[src/rtl/rd53_hit_tot_capture.sv]
// rd53_hit_tot_capture
//
// Receives the asynchronous discriminator output of one pixel, synchronises it to the
// bunch-crossing clock, measures time-over-threshold (ToT) in clock cycles and queues
// {leading-edge BCID, ToT} words in a small FIFO drained with a valid/ready handshake.
// Disabled or powered-down pixels (discriminator stuck at 1) are masked.
//
// Ports:
//   clk_i        bunch-crossing clock (40 MHz)
//   rst_ni       asynchronous active-low reset
//   hit_i        asynchronous discriminator output
//   mask_i       pixel disabled / AFE powered down (synchronous level)
//   bcid_i       free-running bunch-crossing counter
//   tot_valid_o  FIFO head valid
//   tot_ready_i  consumer accepts head
//   tot_bcid_o   leading-edge BCID of head word
//   tot_data_o   ToT of head word (all ones means ToT >= maximum)
//   busy_o       measurement in progress
//   drop_cnt_o   saturating count of hits lost to a full FIFO

module rd53_hit_tot_capture #(
    parameter int unsigned TOT_W       = 4,
    parameter int unsigned BCID_W      = 8,
    parameter int unsigned SYNC_STAGES = 2,  // >= 2
    parameter int unsigned FIFO_DEPTH  = 4   // power of 2, >= 2
) (
    input  logic              clk_i,
    input  logic              rst_ni,
    input  logic              hit_i,
    input  logic              mask_i,
    input  logic [BCID_W-1:0] bcid_i,
    output logic              tot_valid_o,
    input  logic              tot_ready_i,
    output logic [BCID_W-1:0] tot_bcid_o,
    output logic [TOT_W-1:0]  tot_data_o,
    output logic              busy_o,
    output logic [7:0]        drop_cnt_o
);

    localparam int unsigned AW = $clog2(FIFO_DEPTH);
    localparam int unsigned PW = AW + 1;
    localparam int unsigned WW = BCID_W + TOT_W;
    localparam logic [TOT_W-1:0] TotMax = {TOT_W{1'b1}};

    typedef enum logic [1:0] {
        StIdle,
        StCount,
        StWaitLow
    } state_e;

    // ------------------------------------------------------------------
    // Synchroniser and edge detection
    // ------------------------------------------------------------------
    logic [SYNC_STAGES-1:0] sync_q;
    logic [SYNC_STAGES:0]   prime_q;
    logic                   hit_prev_q;
    logic                   hit_s;
    logic                   primed;
    logic                   rise;
    logic                   fall;

    assign hit_s  = sync_q[SYNC_STAGES-1];
    // hit_s and hit_prev only reflect real HIT samples once the reset zeros have been
    // flushed. Without this, HIT held high across reset would look like a fresh rise.
    assign primed = prime_q[SYNC_STAGES];
    assign rise   = hit_s & ~hit_prev_q & primed;
    assign fall   = ~hit_s & hit_prev_q;

    always_ff @(posedge clk_i or negedge rst_ni) begin
        if (!rst_ni) begin
            sync_q     <= '0;
            prime_q    <= '0;
            hit_prev_q <= 1'b0;
        end else begin
            sync_q     <= {sync_q[SYNC_STAGES-2:0], hit_i};
            prime_q    <= {prime_q[SYNC_STAGES-1:0], 1'b1};
            hit_prev_q <= hit_s;
        end
    end

    // ------------------------------------------------------------------
    // Measurement FSM
    // ------------------------------------------------------------------
    state_e             state_q;
    logic [TOT_W-1:0]   cnt_q;
    logic [BCID_W-1:0]  bcid_l_q;

    always_ff @(posedge clk_i or negedge rst_ni) begin
        if (!rst_ni) begin
            state_q  <= StIdle;
            cnt_q    <= '0;
            bcid_l_q <= '0;
        end else begin
            case (state_q)
                StIdle: begin
                    if (rise && !mask_i) begin
                        state_q  <= StCount;
                        cnt_q    <= TOT_W'(1);
                        bcid_l_q <= bcid_i;
                    end
                end
                StCount: begin
                    // Mask wins over a coincident fall: the measurement is discarded.
                    if (mask_i) begin
                        state_q <= hit_s ? StWaitLow : StIdle;
                    end else if (fall) begin
                        state_q <= StIdle;
                    end else if (cnt_q != TotMax) begin
                        cnt_q <= cnt_q + 1'b1;
                    end
                end
                StWaitLow: begin
                    if (!hit_s && !mask_i) begin
                        state_q <= StIdle;
                    end
                end
                default: state_q <= StIdle;
            endcase
        end
    end

    assign busy_o = (state_q == StCount);

    logic          push_req;
    logic [WW-1:0] push_word;

    assign push_req  = (state_q == StCount) & ~mask_i & fall;
    assign push_word = {bcid_l_q, cnt_q};

    // ------------------------------------------------------------------
    // Output FIFO with registered head
    // ------------------------------------------------------------------
    logic [WW-1:0] mem_q [FIFO_DEPTH];
    logic [PW-1:0] wr_ptr_q, wr_ptr_d;
    logic [PW-1:0] rd_ptr_q, rd_ptr_d;
    logic          valid_q, valid_d;
    logic [WW-1:0] head_q, head_d;
    logic [7:0]    drop_q, drop_d;
    logic          pop;
    logic          full;
    logic          push_ok;
    logic          drop;

    always_comb begin
        pop      = valid_q & tot_ready_i;
        full     = (wr_ptr_q[AW-1:0] == rd_ptr_q[AW-1:0]) && (wr_ptr_q[AW] != rd_ptr_q[AW]);
        // A full FIFO still takes a word when its head leaves in the same cycle.
        push_ok  = push_req & (~full | pop);
        drop     = push_req & full & ~pop;
        wr_ptr_d = wr_ptr_q + PW'(push_ok);
        rd_ptr_d = rd_ptr_q + PW'(pop);
        valid_d  = (wr_ptr_d != rd_ptr_d);
        head_d   = head_q;
        if (valid_d) begin
            // The word being written this cycle may itself become the new head.
            if (push_ok && (wr_ptr_q[AW-1:0] == rd_ptr_d[AW-1:0])) begin
                head_d = push_word;
            end else begin
                head_d = mem_q[rd_ptr_d[AW-1:0]];
            end
        end
        drop_d = drop_q;
        if (drop && (drop_q != 8'hFF)) begin
            drop_d = drop_q + 8'd1;
        end
    end

    always_ff @(posedge clk_i or negedge rst_ni) begin
        if (!rst_ni) begin
            for (int i = 0; i < FIFO_DEPTH; i++) begin
                mem_q[i] <= '0;
            end
            wr_ptr_q <= '0;
            rd_ptr_q <= '0;
            valid_q  <= 1'b0;
            head_q   <= '0;
            drop_q   <= '0;
        end else begin
            if (push_ok) begin
                mem_q[wr_ptr_q[AW-1:0]] <= push_word;
            end
            wr_ptr_q <= wr_ptr_d;
            rd_ptr_q <= rd_ptr_d;
            valid_q  <= valid_d;
            head_q   <= head_d;
            drop_q   <= drop_d;
        end
    end

    assign tot_valid_o = valid_q;
    assign tot_bcid_o  = head_q[WW-1:TOT_W];
    assign tot_data_o  = head_q[TOT_W-1:0];
    assign drop_cnt_o  = drop_q;

endmodule

[config.mk]
export PLATFORM = sky130hd
export DESIGN_NAME = rd53_hit_tot_capture
export DESIGN_NICKNAME = d
export VERILOG_FILES = /design/src/rtl/rd53_hit_tot_capture.sv
export SDC_FILE = /design/constraint.sdc
export NUM_CORES = 1
export LEC_CHECK = 0
export CAP_MARGIN = 20
export CORE_MARGIN = 1.5
export CORE_UTILIZATION = 52
export DETAILED_ROUTE_END_ITERATION = 12
export HOLD_SLACK_MARGIN = 0.1
export PLACE_DENSITY = 0.76
export SLEW_MARGIN = 5
export SYNTH_ARGS = -nofsm -noshare
export SYNTH_HDL_FRONTEND = slang
export SYNTH_SLANG_ARGS = --single-unit
export TNS_END_PERCENT = 10
[constraint.sdc]
create_clock -name clk_i -period 2.56 [get_ports clk_i]
set_input_delay 0.256 -clock clk_i [delete_from_list [all_inputs] [get_ports clk_i]]
set_output_delay 0.256 -clock clk_i [all_outputs]
set_load 0.005 [all_outputs]
==> summary.txt, run 1 <==
Floorplanning
  – Die width: 93.1 µm
  – Num ports: 35
  – Chip Height: slightly above 90 µm
  – Die outline area: about 8700 µm²
  – Number of core rows: 32
  – Initial standard-cell utilization of the core: between 50% and 60%
  – Core Region: ~8000 µm²

CTS
  – CTS sink cnt: 95
  – Clock transition at the register clock pins on the worst setup and hold paths after CTS: roughly 0.1 ns
  – CTS max path bufs: 2
  – CTS H-Tree Depth: 3
  – Number of gates given a new drive strength after cts: 0
  – Number of buffers added by the clock tree synthesis step: 9
  – Cell at the root of the clock tree: sky130_fd_sc_hd__clkbuf_8
  – Insertion delay to the later sink of the worst-skew pair: 0.36 ns
  – TritonCTS clock tree: built

Synth
  – Most repeated cell in the gate-level netlist after synthesis: sky130_fd_sc_hd__dfrtp_1
  – Cell area after technology mapping: 4220 µm²
  – Count of cell types in the netlist: 38
  – Async SR Flop Fraction: 100%
  – Cells taking the most area after synthesis: sky130_fd_sc_hd__dfrtp_1, sky130_fd_sc_hd__mux2_2, sky130_fd_sc_hd__mux4_2
  – Syn Nets: 330
  – Synth top area share: 56.4%
  – Share of the yosys chip area belonging to registers: ~56%
  – Share of the synthesized area in compound gates (AO/OA/AOI/OAI): under 10%
  – Post-synthesis adder-cell area fraction: 1.78%
  – Post-synthesis cell type with the largest combined area: sky130_fd_sc_hd__dfrtp_1
  – Syn Inst Count: 311
  – Dominant combinational cell family by area after synthesis: multiplexers
  – Most frequently used flop master after synthesis: sky130_fd_sc_hd__dfrtp_1
  – Basic-gate share of the synthesized area counting and, or, nand and nor cells: roughly a tenth
  – Fraction of synthesized area in multiplexers: about 22%
  – Xor/xnor cell area share of the yosys netlist: under 10%
  – Synthesis-stage register bit count: 95
  – Mean cell area of the mapped netlist: roughly 14 µm²
  – Count of flip-flops with a built-in enable after synthesis: 0
  – Leading cell types by count after synthesis: sky130_fd_sc_hd__dfrtp_1, sky130_fd_sc_hd__mux2_2, sky130_fd_sc_hd__nor3_1
  – Synth Warn #: 0

Layout
  – Filler cell count: between 500 and 600
  – Layout net count: between 300 and 400
  – Utilization after layout: 64.5%
  – ANT cells: 0
  – Growth of design area from synthesis to finish: 19.4%
  – Layout cells sized above 1: around a third

Timing
  – Setup repair after global routing missed its margin: no
  – Number of endpoints failing setup at the final stage: 0
  – Total count of max-transition violations in the final report: 0
  – Max_slew headroom: between 50% and 60%
  – Slack of the critical path: around 0.21 ns
  – Number of hold violations in the final report: 0
  – Slew @ Worst Pin: ~0.70 ns
  – Post-route minimum period: around 2.3 ns
  – Final setup skew: approximately 0.011 ns
  – Final clock period utilization by the worst path: 91.6%
  – Max Clk Rate: around 430 MHz

Worst setup path
  – Required time at the worst-slack endpoint: about 2.8 ns
  – Arrival @ worst endpoint: 2.62 ns
  – Category of the worst setup path capture point: flop
  – Biggest fanout along the worst timing path: 13
  – Startpoint types: flop
  – Worst setup path category: flop to flop

Detailed routing
  – Count of unresolved DRC violations after routing: 0
  – Detail-routed via count per cell: slightly below 6
  – First-pass detailed-route iteration total: 4
  – Routed length on met2: between 4000 and 5000 µm
  – Total vias in the final route: 2,722
  – M1 WL: about 4000 µm
  – Met3 wirelength from detailed routing: 394 µm
  – ANT nets after route: 0
  – Drt first-iter violations: 150
  – Topmost layer with routed signal wires: met4
  – Average routed wire per standard cell: 18.7 µm
  – Total detailed-routing wirelength: between 8000 and 9000 µm

Power
  – Peak ir drop on the vdd network: 531 µV
  – Static leakage: 0.00236 µW
  – Power per Cell Area: between 800 and 900 nW/µm²

Global routing
  – Antenna violations before repair: 0
  – Via count of the first global-routing pass: approximately 2,700
  – Sum of overflow across all layers after global routing: 0
  – Pin count of the biggest net entering global routing: just under 60
  – Gr usage total: 21.8%
  – Wire length of the first global-routing pass: ~14,000 µm

Placement
  – Port Buffers: 34
  – Worst Setup Slack post-DPL: -0.0522 ns
  – Sum of net half-perimeters after detailed placement: roughly 6000 µm
  – Placer congestion estimate: between 0.7 and 0.8

Flow run
  – Max-cap violations: 0

Hold path
  – Worst min-delay path category: input port to flop

Run status
  – Run status: completed
-- stage by stage --
stage | total power [µW] | setup TNS, ns | instance area [µm²] | hold slack, ns | instances
finish | 4450 | 0 | 5040 | 0.318 | 471
global route | 4690 | 0 | 5040 | 0.309 | 471
CTS | 4480 | 0 | 5040 | 0.303 | 471
detailed placement | 3400 | -0.461 | 4800 | 0.252 | 454
global placement | 3350 | -0.102 | 4800 | 0.248 | 454
floorplan | 2830 | 0 | 4220 | -0.0396 | 311
-- final timing paths --
check / cells after the start / to / start / slack (ns)
min in group asynchronous: 2 / rd_ptr_q[2] / rst_ni / 0.40
max: 8 / head_q[3] / state_q[1] / 0.21
max reg2reg: 8 / head_q[3] / state_q[1] / 0.21
min: 1 / sync_q[0] / hit_i / 0.32
min reg2reg: 0 / sync_q[1] / sync_q[0] / 0.36
max in group asynchronous: 3 / head_q[4] / rst_ni / 1.49
-- layout make-up --
cell class	instances	area [µm²]	share of cell area, %
flip-flops and latches	95	2380	47.2
repair buffers	60	548	10.9
multi-input cells	195	1750	34.8
clock inverters	7	97.6	1.94
clock buffers	9	124	2.46
inverters	3	11.3	0.224
well taps	102	128	2.53
-- timing repair --
| action | in CTS | in global routing |
|---|---|---|
| buffers inserted | 0 | 0 |
| hold buffers | 1 | 0 |
| endpoints found under the hold margin | 37 | 0 |
-- critical path, cell delays in order, from the launching register on --
cell and delay (ns):
sky130_fd_sc_hd__dfrtp_1 0.43, sky130_fd_sc_hd__or3b_4 0.39, sky130_fd_sc_hd__nor3_1 0.18, sky130_fd_sc_hd__ha_1 0.17, sky130_fd_sc_hd__ha_1 0.15, sky130_fd_sc_hd__xor2_1 0.22
sky130_fd_sc_hd__xor2_1 0.11, sky130_fd_sc_hd__or2_2 0.44, sky130_fd_sc_hd__a31oi_1 0.18
-- registers in the layout, indices dropped and copies added (netlist names), 3 cells and up --
name	cells
rd_ptr_q	3
wr_ptr_q	3
prime_q	3
head_q	12
mem_q	48
cnt_q	4
bcid_l_q	8
drop_cnt_o	8
-- logic make-up (layout without fill, tap and decap cells) --
logic type / count (synthesis) / count (layout)
other: 1 / 1
XOR/XNOR: 18 / 18
AO/OA/AOI/OAI: 31 / 31
buffers and inverters: 21 / 79
adder cells (fa/ha/maj): 6 / 6
flip-flops: 95 / 95
multiplexers: 70 / 70
AND/OR/NAND/NOR: 69 / 69
-- per-layer routing --
metal | vias to the layer above | GRT usage (%)
li1 | 1257 | -
met1 | 1390 | 30.7
met2 | 66 | 35.2
met3 | 9 | 4.39
met4 | 0 | 5.05
met5 | - | 0
-- placed cells by master, fill, tap and decap left out, types with 2 or more instances in the layout --
master | Yosys | final
sky130_fd_sc_hd__buf_4 | 1 | 25
sky130_fd_sc_hd__xor2_1 | 13 | 13
sky130_fd_sc_hd__nand2_1 | 7 | 7
sky130_fd_sc_hd__nand3b_1 | 2 | 2
sky130_fd_sc_hd__mux2_2 | 58 | 58
sky130_fd_sc_hd__nor2b_1 | 2 | 2
sky130_fd_sc_hd__nor4_1 | 3 | 3
sky130_fd_sc_hd__inv_1 | 3 | 3
sky130_fd_sc_hd__nor3_1 | 16 | 16
sky130_fd_sc_hd__mux4_2 | 12 | 12
sky130_fd_sc_hd__nand3_1 | 6 | 6
sky130_fd_sc_hd__nand4b_1 | 2 | 2
sky130_fd_sc_hd__clkdlybuf4s50_1 | 0 | 33
sky130_fd_sc_hd__clkbuf_8 | 0 | 9
sky130_fd_sc_hd__inv_8 | 0 | 3
sky130_fd_sc_hd__and4_1 | 2 | 2
sky130_fd_sc_hd__a31oi_1 | 12 | 12
sky130_fd_sc_hd__nand4_1 | 14 | 14
sky130_fd_sc_hd__xnor2_1 | 5 | 5
sky130_fd_sc_hd__ha_1 | 6 | 6
sky130_fd_sc_hd__and3_1 | 2 | 2
sky130_fd_sc_hd__o21ai_0 | 14 | 14
sky130_fd_sc_hd__nor2_1 | 4 | 4
sky130_fd_sc_hd__dfrtp_1 | 95 | 95
-- power by group --
group | leakage [µW] | switching [µW] | internal, µW | total [µW]
sequential | 0.00127 | 211 | 1720 | 1940
combinational | 0.000982 | 781 | 677 | 1460
clock | 0.000113 | 571 | 485 | 1060
Power figures use the tool's default switching activity.
==> inputs of run 2 (changes only) <==
SLEW_MARGIN = unset   (was 5)
==> results of run 2 <==
No change in the layout: final DEF, timing and power equal those of run 1.
==> inputs of run 3 (changes only) <==
GPL_ROUTABILITY_DRIVEN = 0   (was unset)
SETUP_SLACK_MARGIN = 0.15   (was unset)
==> summary.txt, run 3 (same netlist as run 1, synthesis figures left out) <==
Global routing
  – Sum of overflow across all layers after global routing: 0
  – Most heavily used metal layer in global routing: met2
  – Antenna violations before repair: 0
  – Met1 capacity usage during global routing: 32.1%
  – Gr usage total: ~23%
  – GR met2 Demand/Resource: around 35%
  – Via count of the first global-routing pass: a little under 3,000
  – Wire length of the first global-routing pass: 15,000 µm
  – Pin count of the biggest net entering global routing: 45
  – Routing usage on met3: approximately 4.6%

Floorplanning
  – Initial standard-cell utilization of the core: a little over half
  – Number of core rows: 32
  – Die width: about 93 µm
  – Num ports: 35
  – Die outline area: a little under 9000 µm²
  – Core Region: 7810 µm²
  – Chip Height: a little over 90 µm

Worst setup path
  – Most common cell type on the critical path: sky130_fd_sc_hd__xor2_2
  – Worst R2R Setup Slack: approximately 0.22 ns
  – Arrival @ worst endpoint: approximately 2.6 ns
  – Number of cells traversed by the worst register-to-register path: 10
  – Critical Path Max Stage Delay: 0.50 ns
  – Cell Chain, Critical Path: xnor2_2, and4_4, nor3_4, ha_2, ha_4, xor2_2, xor2_2, buf_6, nor3_1, a31oi_1
  – Category of the worst setup path capture point: flop
  – Startpoint types: flop
  – Biggest fanout along the worst timing path: 7
  – Cell with the largest stage delay on the worst path: sky130_fd_sc_hd__dfrtp_2
  – Reg2reg end: head_q[0]
  – Reg2reg start: wr_ptr_q[1]
  – Worst setup path category: flop to flop
  – Required time at the worst-slack endpoint: around 2.9 ns

CTS
  – Insertion delay to the later sink of the worst-skew pair: around 0.38 ns
  – Cell at the root of the clock tree: sky130_fd_sc_hd__clkbuf_8
  – CTS max path bufs: 2
  – CTS sink cnt: 95
  – Number of buffers added by the clock tree synthesis step: 9
  – CTS H-Tree Depth: 3
  – TritonCTS clock tree: built
  – Clock transition at the register clock pins on the worst setup and hold paths after CTS: around 0.1 ns

Power
  – Fraction of power spent switching nets: 35.2%
  – Internal power contribution: 2960 µW
  – Static leakage: 0.00241 µW
  – Sequential power share: around 43%
  – Peak ir drop on the vdd network: 407 µV
  – Clock power share: a little under a quarter
  – Net Switching: ~1600 µW
  – Part of the total power dissipated in combinational logic: 34.9%
  – Power per Cell Area: 885 nW/µm²

Flow run
  – Max-cap violations: 0

Placement
  – Worst Setup Slack post-DPL: -0.0708 ns
  – Sum of net half-perimeters after detailed placement: approximately 6000 µm
  – Area after DPL: 4820 µm²
  – Number of placed instances, taps included: between 400 and 500
  – Port Buffers: 34

Detailed routing
  – Drt first-iter violations: approximately 310
  – First-pass detailed-route iteration total: 4
  – ANT nets after route: 0
  – Average routed wire per standard cell: roughly 19 µm
  – Detail-routed via count per cell: 5.85
  – Total vias in the final route: 2,821
  – Total detailed-routing wirelength: just over 9000 µm
  – Count of unresolved DRC violations after routing: 0

Timing
  – Slack of the critical path: between 0.2 and 0.25 ns
  – Post-route minimum period: 2.34 ns
  – Setup repair after global routing missed its margin: yes
  – Final clock period utilization by the worst path: between 90% and 100%
  – Slew @ Worst Pin: 0.558 ns
  – Total count of max-transition violations in the final report: 0
  – Final setup skew: 0.0125 ns
  – Number of endpoints failing setup at the final stage: 0
  – Max Clk Rate: between 400 and 500 MHz
  – Max_slew headroom: 62.8%
  – Number of hold violations in the final report: 0
  – Fin Setup TNS: 0 ns

Layout
  – Most frequent cells in the layout: sky130_fd_sc_hd__dfrtp_1, sky130_fd_sc_hd__mux2_2, sky130_fd_sc_hd__buf_4, sky130_fd_sc_hd__clkdlybuf4s50_1
  – Layout net count: 394
  – Most frequent standard cell in the layout excluding fill and tap cells: sky130_fd_sc_hd__dfrtp_1
  – Largest regs: mem_q (48), head_q (12)
  – Growth of design area from synthesis to finish: 22.5%
  – Post-route cell area: slightly above 5000 µm²
  – Multi-input logic area: 1820 µm²
  – ANT cells: 0
  – Post-route non-filler standard cell count: a little under 500
  – Layout cells sized above 1: 35.8%
  – Register with the most flip-flops: mem_q
  – Filler cell count: about 600
  – Utilization after layout: 66.1%
  – Number of flip-flops under the largest register name: between 40 and 50
  – Reg area: approximately 2400 µm²

Hold path
  – Origin of the worst min-delay path: hit_i
  – End point of the worst hold path: sync_q[0]
  – Worst min-delay path category: input port to flop
  – Cell depth of the worst hold path: 1

Run status
  – Run status: completed
[run 3: power by group through the flow]
stage | clock [µW] | sequential, µW | combinational (µW)
after detailed placement | 0 | 1960 | 1440
after CTS | 1050 | 1940 | 1440
after global routing | 1110 | 1980 | 1740
final | 1030 | 1940 | 1600
after global placement | 0 | 1960 | 1380
after floorplan | 0 | 1900 | 955
[run 3: critical path: cells and delay by family (launching register included)]
| family | cells | cell delay, ns |
|---|---|---|
| adders and majority gates | 2 | 0.36 |
| xor gates and xnor gates | 3 | 0.70 |
| and+or+nand+nor | 3 | 0.37 |
| DFF | 1 | 0.50 |
| AOI/OAI and AO/OA | 1 | 0.15 |
| buffers and inverters | 1 | 0.18 |
[run 3: per-layer routing]
metal  share of wire (%)  vias to the layer above
met1                  43                     1430
met3                 5.2                       18
met4                 2.6                        0
li1                    -                     1280
met2                  49                       93
met5                   0                        -
[run 3: metrics by stage]
stage / hold slack [ns] / total power [µW]
after global placement: 0.285 / 3340
final: 0.310 / 4570
after floorplan: -0.0396 / 2860
after detailed placement: 0.285 / 3400
after global routing: 0.309 / 4820
after CTS: 0.302 / 4430
[run 3: area by class of cell]
cell class	instances	share of cell area (%)
sequential	95	46.1
clock inverter	7	1.67
timing repair buffer	70	12.0
tap	102	2.47
inverter	3	0.218
multi-input combinational	196	35.2
clock buffer	9	2.40
[run 3: how the worst max path moves through the flow]
stage           startpoint         end  slack (ns)  depth (start not counted)
2_1_floorplan  wr_ptr_q[0]  head_q[10]        0.16                         11
3_3_place_gp   tot_ready_i   head_q[3]        0.03                         10
3_5_place_dp        mask_i   head_q[4]       -0.07                         10
4_1_cts         state_q[1]   head_q[4]        0.18                          9
5_1_grt        wr_ptr_q[1]   head_q[2]        0.09                         10
6_report       wr_ptr_q[1]   head_q[0]        0.22                         10
[run 3: repair_timing]
action,in CTS,in global routing
setup buffers,0,5
hold endpoints to repair,41,0
endpoints found under the setup margin,0,12
resized for setup,0,19
hold buffers,1,0
